<file path="src/rtl/debug_view_ctrl.sv">
// Two-word channel viewer: manual, auto-scrolling or frozen display of NCH channel words,
// with a debounced-by-synchronizer snapshot button and sticky per-channel change flags.
module debug_view_ctrl #(
   parameter int NCH        = 8,
   parameter int W          = 16,
   parameter int SCROLL_DIV = 25000000,
   localparam int SELW      = $clog2(NCH)
) (
   input  logic                clock,
   input  logic                reset_L,
   input  logic [NCH*W-1:0]    chData,
   input  logic [SELW-1:0]     sel,
   input  logic [1:0]          mode,
   input  logic                snap_L,
   output logic [W-1:0]        dispHi,
   output logic [W-1:0]        dispLo,
   output logic [SELW-1:0]     base,
   output logic                frozen,
   output logic [NCH-1:0]      changed,
   output logic [1:0]          dbg_state
);

   localparam int CW = $clog2(SCROLL_DIV);

   typedef enum logic [1:0] {
      ST_LIVE   = 2'd0,
      ST_SCROLL = 2'd1,
      ST_FROZEN = 2'd2
   } state_t;

   state_t             state_q, state_d;
   logic [SELW-1:0]    base_q, base_d, base_p1;
   logic [CW-1:0]      cnt_q, cnt_d;
   logic [W-1:0]       hi_q, hi_d, lo_q, lo_d;
   logic [NCH*W-1:0]   snap_q, snap_d, prev_q, src;
   logic               prev_valid_q;
   logic [NCH-1:0]     changed_q, changed_d, set_v, clr_v;
   logic               frozen_q, frozen_d;
   logic               s1_q, s2_q, s3_q;
   logic               snap_req, capture;

   always_comb begin
      unique case (mode)
         2'b01:   state_d = ST_SCROLL;
         2'b10:   state_d = ST_FROZEN;
         default: state_d = ST_LIVE;
      endcase

      base_p1 = base_q + SELW'(1);

      // Display reads through the pre-edge base, so a new base shows one edge later.
      src  = (state_q == ST_FROZEN) ? snap_q : chData;
      hi_d = src[int'(base_q)*W +: W];
      lo_d = src[int'(base_p1)*W +: W];

      base_d = sel;
      cnt_d  = '0;
      if (state_d == ST_SCROLL) begin
         base_d = base_q;
         if (state_q == ST_SCROLL) begin
            if (cnt_q == CW'(SCROLL_DIV - 1)) begin
               base_d = base_p1;
            end else begin
               cnt_d = cnt_q + CW'(1);
            end
         end
      end

      // Falling edge of the synchronized button, or entry into FROZEN, both take one capture.
      snap_req = s3_q & ~s2_q;
      capture  = snap_req | ((state_q != ST_FROZEN) && (state_d == ST_FROZEN));
      snap_d   = capture ? chData : snap_q;

      set_v = '0;
      clr_v = '0;
      for (int i = 0; i < NCH; i++) begin
         set_v[i] = prev_valid_q && (chData[i*W +: W] != prev_q[i*W +: W]);
         clr_v[i] = (state_q != ST_FROZEN) &&
                    ((SELW'(i) == base_q) || (SELW'(i) == base_p1));
      end
      changed_d = (changed_q & ~clr_v) | set_v;

      frozen_d = (state_d == ST_FROZEN);
   end

   always_ff @(posedge clock or negedge reset_L) begin
      if (!reset_L) begin
         state_q      <= ST_LIVE;
         base_q       <= '0;
         cnt_q        <= '0;
         hi_q         <= '0;
         lo_q         <= '0;
         snap_q       <= '0;
         prev_q       <= '0;
         prev_valid_q <= 1'b0;
         changed_q    <= '0;
         frozen_q     <= 1'b0;
         s1_q         <= 1'b1;
         s2_q         <= 1'b1;
         s3_q         <= 1'b1;
      end else begin
         state_q      <= state_d;
         base_q       <= base_d;
         cnt_q        <= cnt_d;
         hi_q         <= hi_d;
         lo_q         <= lo_d;
         snap_q       <= snap_d;
         prev_q       <= chData;
         prev_valid_q <= 1'b1;
         changed_q    <= changed_d;
         frozen_q     <= frozen_d;
         s1_q         <= snap_L;
         s2_q         <= s1_q;
         s3_q         <= s2_q;
      end
   end

   assign dispHi    = hi_q;
   assign dispLo    = lo_q;
   assign base      = base_q;
   assign frozen    = frozen_q;
   assign changed   = changed_q;
   assign dbg_state = state_q;

endmodule

</file>
<file path="config.mk">
export PLATFORM = sky130hd
export DESIGN_NAME = debug_view_ctrl
export DESIGN_NICKNAME = d
export VERILOG_FILES = /design/src/rtl/debug_view_ctrl.sv
export SDC_FILE = /design/constraint.sdc
export NUM_CORES = 1
export LEC_CHECK = 0
export BUFFER_PORTS_ARGS = -buffer_cell sky130_fd_sc_hd__buf_2
export CAP_MARGIN = 0
export CORE_MARGIN = 1.5
export CORE_UTILIZATION = 63
export CTS_CLUSTER_DIAMETER = 150
export DETAILED_ROUTE_END_ITERATION = 10
export PLACE_DENSITY_LB_ADDON = 0.15
export SLEW_MARGIN = 20
export SYNTH_ARGS = -nofsm -noshare
export SYNTH_HDL_FRONTEND = slang
export SYNTH_SLANG_ARGS = --single-unit
</file>
<file path="constraint.sdc">
create_clock -name clock -period 6.15 [get_ports clock]
set_input_delay 0.9225 -clock clock [delete_from_list [all_inputs] [get_ports clock]]
set_output_delay 0.9225 -clock clock [all_outputs]
set_load 0.05 [all_outputs]
</file>
# [After elaboration in Yosys (flattened, before gate mapping)]
# Index checks and enable logic that the tools add are counted.
[classes] n_addsub=2 eq_ne=32 n_shift=2 mux=8 n_bitwise=6 reduce_logical=28
[ops] op="indexed part select 128 x 8 -> 16 bit" count=2
[ops] op="2-to-1 mux 128 bit" count=1
[ops] op="inequality test 16 bit" count=8
[ops] op="2-to-1 mux 25 bit" count=3
[ops] op="adder 25 x 1 -> 25 bit, second input constant" count=1
[ops] op="== test 25 bit, second input constant" count=1
[ops] op="== test 3 bit, first input constant" count=8
[ops] op="logical AND 1 bit" count=17
[ops] op="== test 2 x 3 -> 1 bit, first input constant" count=4
[ops] op="2-to-1 mux 3 bit" count=3
[ops] op="AND 8 bit" count=1
[ops] op="logical OR 1 bit" count=8
[ops] op="inverter 8 bit" count=1
[ops] op="bitwise OR 8 bit" count=1
[ops] op="== test 1 x 3 -> 1 bit, first input constant" count=2
[ops] op="== test 2 x 1 -> 1 bit, second input constant" count=3
[ops] op="== test 2 bit, second input constant" count=3
[ops] op="logical NOT 3 bit" count=2
[ops] op="inequality test 2 x 1 -> 1 bit, second input constant" count=2
[ops] op="one-hot mux 2 bit (2 select lines)" count=1
[ops] op="adder 3 x 1 -> 3 bit, second input constant" count=1
[ops] op="inequality test 2 bit, second input constant" count=1
[ops] op="AND reduction 2 bit" count=1
[ops] op="AND 1 bit" count=1
[ops] op="2 further kinds" count=2
[word_totals] reg_bits=331 input_bits=136 out_inout_bits=46 wordCells=91

# [Logic depth before layout (Yosys ltp)]
# Gate-level depths: netlist of run 1.
[logic_depth] word_depth=7 ltp_mapped=10 ltp_nobuf=6

# [Least setup slack after synthesis of run 1]
# OpenSTA, ideal clock, no wires.
[synth_timing] kind="register -> register" from="reg base_q[0] (netlist: base[0])" to="reg lo_q[0] (netlist: dispLo[0])" setup_time_ps=81 arrival_ps=3066 required_ps=6069 path_slack_ps=3003 stages_incl_launch_ff=11 n_path_buf=5 path_cell_list="dfrtp_1 -> buf_4 -> clkinv_1 -> buf_2 -> buf_2 -> ha_1 -> clkinv_1 -> buf_2 -> buf_1 -> mux4_2 -> mux2i_1"
[synth_via] elab_chain_len=2
[synth_rtl] item="start, declared" line="32" source="logic [SELW-1:0] base_q, base_d, base_p1;"
[synth_rtl] item="start signal, assigned" line="103" source="base_q <= base_d;"
[synth_rtl] item="adder 3 x 1 -> 3 bit" line="49" source="base_p1 = base_q + SELW'(1);"
[synth_rtl] item="indexed part select 128 x 8 -> 16 bit" line="54" source="lo_d = src[int'(base_p1)*W +: W];"
[synth_rtl] item="net lo_d[0]" line="34" source="logic [W-1:0] hi_q, hi_d, lo_q, lo_d;"
[synth_rtl] item="end signal, assigned" line="106" source="lo_q <= lo_d;"
[synth_rtl] item="end, declared" line="34"
# The timed path passes the listed nets, and every way through them passes these cells.
# A chain may end at the register's enable or synchronous reset.

# [Final worst setup path of run 1]
[layout_timing] from="reg base_q[0] (netlist: base[0])" to="reg lo_q[11] (netlist: dispLo[11])"
# The elaborated chain is that of the path after synthesis.

==> results of run 1 <==
## final cells by class
| cell class | instances | area (um2) | share of cell area |
|---|---|---|---|
| Tap cell | 324 | 405 | 0.0227 |
| Multi-Input combinational cell | 671 | 6850 | 0.383 |
| Timing Repair Buffer | 191 | 1040 | 0.0580 |
| Inverter | 11 | 41.3 | 0.00231 |
| Antenna cell | 1 | 2.50 | 0.000140 |
| Clock buffer | 51 | 1050 | 0.0587 |
| Clock inverter | 12 | 218 | 0.0122 |
| Sequential cell | 330 | 8260 | 0.462 |
## logic make-up (layout without fill, tap and decap cells)
| logic type | count (synthesis) | count (layout) | synth area share |
|---|---|---|---|
| fa+ha+maj | 8 | 8 | 0.00646 |
| buf+inv | 67 | 265 | 0.0259 |
| flops | 330 | 330 | 0.533 |
| mux | 352 | 352 | 0.289 |
| simple gates | 114 | 114 | 0.0433 |
| other cells | 1 | 2 | 0.000242 |
| xor+xnor | 138 | 138 | 0.0780 |
| compound gates | 58 | 58 | 0.0235 |
## power by group through the flow
stage | combinational, mW | sequential, mW | clock [mW]
after floorplan | 0.588 | 2.75 | 0
after global placement | 1.13 | 2.57 | 0
after detailed placement | 1.15 | 2.58 | 0
after CTS | 1.16 | 2.54 | 2.31
after global routing | 1.23 | 2.56 | 2.42
final | 1.16 | 2.54 | 2.29
## per-stage QoR
step	util	total power [mW]	instance area (um2)	setup WS (ns)
2_1_floorplan	-	3.34	15500	3.00
3_3_place_gp	0.683	3.70	16600	3.05
3_5_place_dp	0.683	3.73	16600	2.98
4_1_cts	0.736	6.02	17800	2.95
5_1_grt	0.737	6.21	17900	2.74
6_report	0.737	6.00	17900	2.97
## sequential cells by signal (all words and copies together) (netlist names)
name and cells:
prev_q 128, snap_q 128, cnt_q 25, dispHi 16
dispLo 16, changed 8, base 3, dbg_state 1
frozen 1, prev_valid_q 1, s1_q 1, s2_q 1
s3_q 1
## worst max-delay path by stage
stage	depth (start not counted)	from	slack, ns	endpoint
4_1_cts	6	base[0]$_DFFE_PN0P_	2.95	dispLo[11]$_DFF_PN0_
3_3_place_gp	6	base[0]$_DFFE_PN0P_	3.05	dispLo[11]$_DFF_PN0_
3_5_place_dp	6	base[0]$_DFFE_PN0P_	2.98	dispLo[11]$_DFF_PN0_
2_1_floorplan	10	base[0]$_DFFE_PN0P_	3.00	dispLo[0]$_DFF_PN0_
5_1_grt	6	base[0]$_DFFE_PN0P_	2.74	dispLo[11]$_DFF_PN0_
6_report	6	base[0]$_DFFE_PN0P_	2.97	dispLo[11]$_DFF_PN0_
## routing by layer
layer	wire length, um	part of all wire	track usage	vias up
li1	-	-	-	4270
met1	14900	0.40	0.399	4866
met2	18600	0.49	0.495	369
met3	2580	0.069	0.0608	77
met4	1500	0.040	0.125	0
met5	0	0	0	-
## placed cells by master, fill, tap and decap left out, types with 14 or more instances in the layout
| cell type | count |
|---|---|
| dfrtp_1 | 326 |
| buf_2 | 180 |
| mux2i_1 | 160 |
| xnor2_1 | 130 |
| mux2_2 | 128 |
| mux4_2 | 64 |
| nand4_1 | 42 |
| clkbuf_16 | 37 |
| o21ai_0 | 16 |
| nand2_1 | 15 |
| a21oi_1 | 15 |
| nor2_1 | 14 |
## worst max-delay path, delay by kind of cell, from the launching register on
kind / cells / cell delay (ns)
multiplexers: 2 / 0.88
buffers and inverters: 3 / 0.76
adder cells (fa/ha/maj): 1 / 0.36
flip-flops: 1 / 1.05
==> results.cfg, run 1 <==
[setup_path]
timing.rr.start = base[0]$_DFFE_PN0P_
critical_path_arrival_ns = 3.57
cp_max_fo = 39
crit_type = flop to flop
reg2reg_depth = 6
crit_path_end_kind = flop
cp.required_ns = 6.54
crit_path_start_kind = flop
r2r-end = dispLo[11]$_DFF_PN0_
slowest_delay_ns = 1.05
worst_path_max_delay_cell = dfrtp_2
cp_common_cell = clkinv_1
reg2reg_slack_ns = 2.97
crit_chain = clkinv_1 > ha_1 > clkinv_1 > buf_4 > mux4_2 > mux2i_1

[clock_tree]
post_cts_resized = 0
cts_root_buf = clkbuf_16
postCtsSetupBuffers = 0
h-tree-depth = 2
cts_buffer_depth = 3
cts.reportedPaths.clkPinSlew_ns = 0.06
cts_buffers = 35
cts_tree = yes
cts.hold.buffers_added = 0
clock_latency_ns = 0.52
cts_sinks = 330

[cells_and_area]
fillers = 1577
fin_cells = 1591
nets = 1384
drive_above_1_share = 0.355
area_delta_synth_final_pct = 15.3

[synth]
ys_seq_area_frac = 0.533
yosysTopAreaCellShare = 0.528
netlist_area_um2 = 15500
avgSynthCellArea_um2 = 14.5
synth_flop_cell = dfrtp_1
synth_nets = 1212
synth_edf_count = 0
synth_seq_cells = 330
syn_inst = 1068
synth.most_common_cell = dfrtp_1
yosysWarnings = 0
yosys.area.top_type = dfrtp_1
synthDistinctLibCells = 45
synthTopCellsByArea = dfrtp_1 53%, mux2i_1 10%, mux2_2 9.3%, mux4_2 9.3%, xnor2_1 7.3%
async_flop_share = 1.00
netlist_top_cells_count = 327 x dfrtp_1, 160 x mux2i_1, 130 x xnor2_1

[drt]
vias = 9582
drt_iter0_markers = 627
drc = 0
wl_mm = 37.6
avgViaCountPerCell = 6.02
first_pass_iters = 4
ant_nets = 0
wire_per_inst_um = 23.6

[timing]
holdWs_ns = 0.302
fmax_ghz = 0.314
finalSetupTns_ns = 0
rsz0062_at_grt = no
setup_viol = 0
finalHoldViolCount = 0
relSlewSlack = 0.294
finalCritPeriodShare = 0.517
worstMarginPinSlew_ns = 1.06
skew_ns = 0.0158
period_needed_ns = 3.18
slew_viol_final = 0

[global_route]
antenna_found_initial = 1
grt_remaining_overflow = 0
grt_pass1_wl_mm = 57.7
grt_max_degree = 142
track_usage = 0.302
grt_pass1_vias = 9921

[pwr]
switching_share = 0.281
intPower_mw = 4.32
p_sw_mw = 1.69
p_seq_frac = 0.424
power.density_nw_per_um2 = 336
pwr-share-comb = 0.194
ir_drop_uv = 269
p_clk_frac = 0.382
leakage_nw = 8.02

[die]
coreArea_um2 = 24200
start_util = 0.639
row_count = 57
die_y_um = 160
ioPinCount = 182
die_area_um2 = 25500
die_x_um = 160

[place]
place.port_buffers = 181
hpwl_mm = 26.1
place.gp.congestion = 0.894
place_inst = 1526

[run]
drv_cap = 0

[worst_hold_path]
hp-class = input pin to async pin

[run_status]
status = finished, final reports clean
Power figures use the tool's default switching activity.
==> run 2: changes to the inputs <==
--- a/config.mk
+++ b/config.mk
@@ -8,7 +8,7 @@
 export BUFFER_PORTS_ARGS = -buffer_cell sky130_fd_sc_hd__buf_2
 export CAP_MARGIN = 0
 export CORE_MARGIN = 1.5
-export CORE_UTILIZATION = 63
+export CORE_UTILIZATION = 59
 export CTS_CLUSTER_DIAMETER = 150
 export DETAILED_ROUTE_END_ITERATION = 10
 export PLACE_DENSITY_LB_ADDON = 0.15
==> constraint.sdc (replaced) <==
create_clock -name clock -period 3.13 [get_ports clock]
set_input_delay 0.4695 -clock clock [delete_from_list [all_inputs] [get_ports clock]]
set_output_delay 0.4695 -clock clock [all_outputs]
set_load 0.05 [all_outputs]
==> results.cfg, run 2 (synthesis results as in run 1) <==
[setup_path]
cp_max_fo = 18
crit_path_end_kind = flop
worst_path_max_delay_cell = dfrtp_2
crit_type = flop to flop
path_delay_family = buffers and inverters
path_buf_inv = 3
crit_path_start_kind = flop
timing.rr.start = base[0]$_DFFE_PN0P_
critical_path_arrival_ns = 2.69
cp.required_ns = 3.51
crit_chain = buf_4 > ha_1 > ha_1 > inv_1 > buf_4 > a21oi_1 > o21ai_0 > nand2_1
crit_start = base[0]$_DFFE_PN0P_
slowest_delay_ns = 0.41

[run]
drv_cap = 0

[timing]
setup_slack_ns = 0.828
period_needed_ns = 2.30
rsz0062_at_grt = no
skew_ns = 0.0134
slew_viol_final = 0
finalHoldViolCount = 0
finalSetupTns_ns = 0
worstMarginPinSlew_ns = 0.840
fmax_ghz = 0.434
finalCritPeriodShare = 0.736
setup_viol = 0
relSlewSlack = 0.440

[global_route]
use_met2 = 0.464
grt_max_degree = 129
met1_usage = 0.405
met3_usage = 0.0305
antenna_found_initial = 1
track_usage = 0.284
grt_pass1_vias = 9614
grt_pass1_wl_mm = 56.7
grt_remaining_overflow = 0
grt-busiest-layer = met2

[place]
post-place-ws_ns = 0.846
hpwl_mm = 26.6
place.gp.congestion = 0.832
place.port_buffers = 181

[cells_and_area]
final_common_cell = dfrtp_1
nets = 1394
reg_top3 = prev_q: 128 flops, snap_q: 128 flops, cnt_q: 25 flops
drive_above_1_share = 0.360
mostFrequentLayoutCells = 325 x dfrtp_1, 180 x buf_2, 160 x mux2i_1, 130 x xnor2_1, 128 x mux2_2
area_delta_synth_final_pct = 15.5

[die]
die_area_um2 = 27200
ioPinCount = 182
coreArea_um2 = 25900
start_util = 0.598
die_y_um = 165
row_count = 59
die_x_um = 165

[pwr]
leakage_nw = 8.03
ir_drop_uv = 470
power.density_nw_per_um2 = 640

[clock_tree]
cts_buffer_depth = 3
cts_root_buf = clkbuf_16
postCtsSetupBuffers = 0
cts_tree = yes
cts_buffers = 36
cts_sinks = 330
cts.reportedPaths.clkPinSlew_ns = 0.06
h-tree-depth = 2
clock_latency_ns = 0.51

[run_status]
status = finished, final reports clean

[drt]
wire_per_inst_um = 23.1
vias = 9677
first_pass_iters = 5
wl_mm = 37.2
drc = 0
drt_iter0_markers = 655
avgViaCountPerCell = 6.00
ant_nets = 0

[worst_hold_path]
hp-start = snap_L
hp-class = input pin to flop
==> run 2: cell count changes in the layout (fill, tap and decap cells not counted), moves of 2 or more <==
| cell | change |
|---|---|
| buf_4 | +4 |
| clkbuf_8 | +3 |
| bufinv_16 | -5 |
| clkinvlp_4 | +2 |
| clkinv_4 | -2 |
| clkinv_2 | +2 |
| buf_12 | +5 |
==> run 2: area by class of cell <==
type                    count  area (um2)
diodes                      1        2.50
well taps                 335         419
fillers                  1867        8010
inverters                  11        41.3
flip-flops and latches    330        8260
multi-input cells         671        6850
repair buffers            200        1150
clock buffers              54        1090
clock inverters            10        83.8
==> run 2: repair_timing <==
| action | in CTS | in global routing |
|---|---|---|
| gates resized for setup | 0 | 0 |
| endpoints found under the hold margin | 53 | 0 |
| hold buffers | 1 | 0 |
==> run 2: final timing paths <==
| path | depth (start not counted) | end | slack (ns) |
|---|---|---|---|
| worst max-delay path | 8 | changed[7]$_DFF_PN0_ | 0.83 |
| worst min-delay path | 1 | s1_q$_DFF_PN1_ | 0.07 |
| worst max register to register | 8 | changed[7]$_DFF_PN0_ | 0.83 |
| worst min register to register | 0 | s2_q$_DFF_PN1_ | 0.36 |
| max in group asynchronous | 3 | prev_q[69]$_DFF_PN0_ | 1.78 |
| min in group asynchronous | 2 | snap_q[45]$_DFFE_PN0P_ | 0.49 |
==> run 2: power breakdown <==
| part | internal, mW | leakage (nW) | switching, mW |
|---|---|---|---|
| registers | 4.73 | 3.88 | 0.252 |
| logic | 0.947 | 3.57 | 1.35 |
| clock network | 2.49 | 0.579 | 1.69 |
==> run 2: per-layer routing <==
metal	share of wire	vias to the layer above
li1	-	4291
met1	0.43	4996
met2	0.49	322
met3	0.054	68
met4	0.030	0
met5	0	-
==> run 2: per-stage QoR <==
| stage | cells | utilization | cell area (um2) | hold slack, ns | total power [mW] |
|---|---|---|---|---|---|
| floorplan | 1068 | - | 15500 | 0.174 | 6.56 |
| global placement | 1546 | 0.645 | 16700 | 0.349 | 7.30 |
| detailed placement | 1546 | 0.645 | 16700 | 0.348 | 7.35 |
| CTS | 1611 | 0.691 | 17900 | 0.0571 | 11.5 |
| global route | 1612 | 0.691 | 17900 | 0.0565 | 11.9 |
| finish | 1612 | 0.691 | 17900 | 0.0705 | 11.5 |
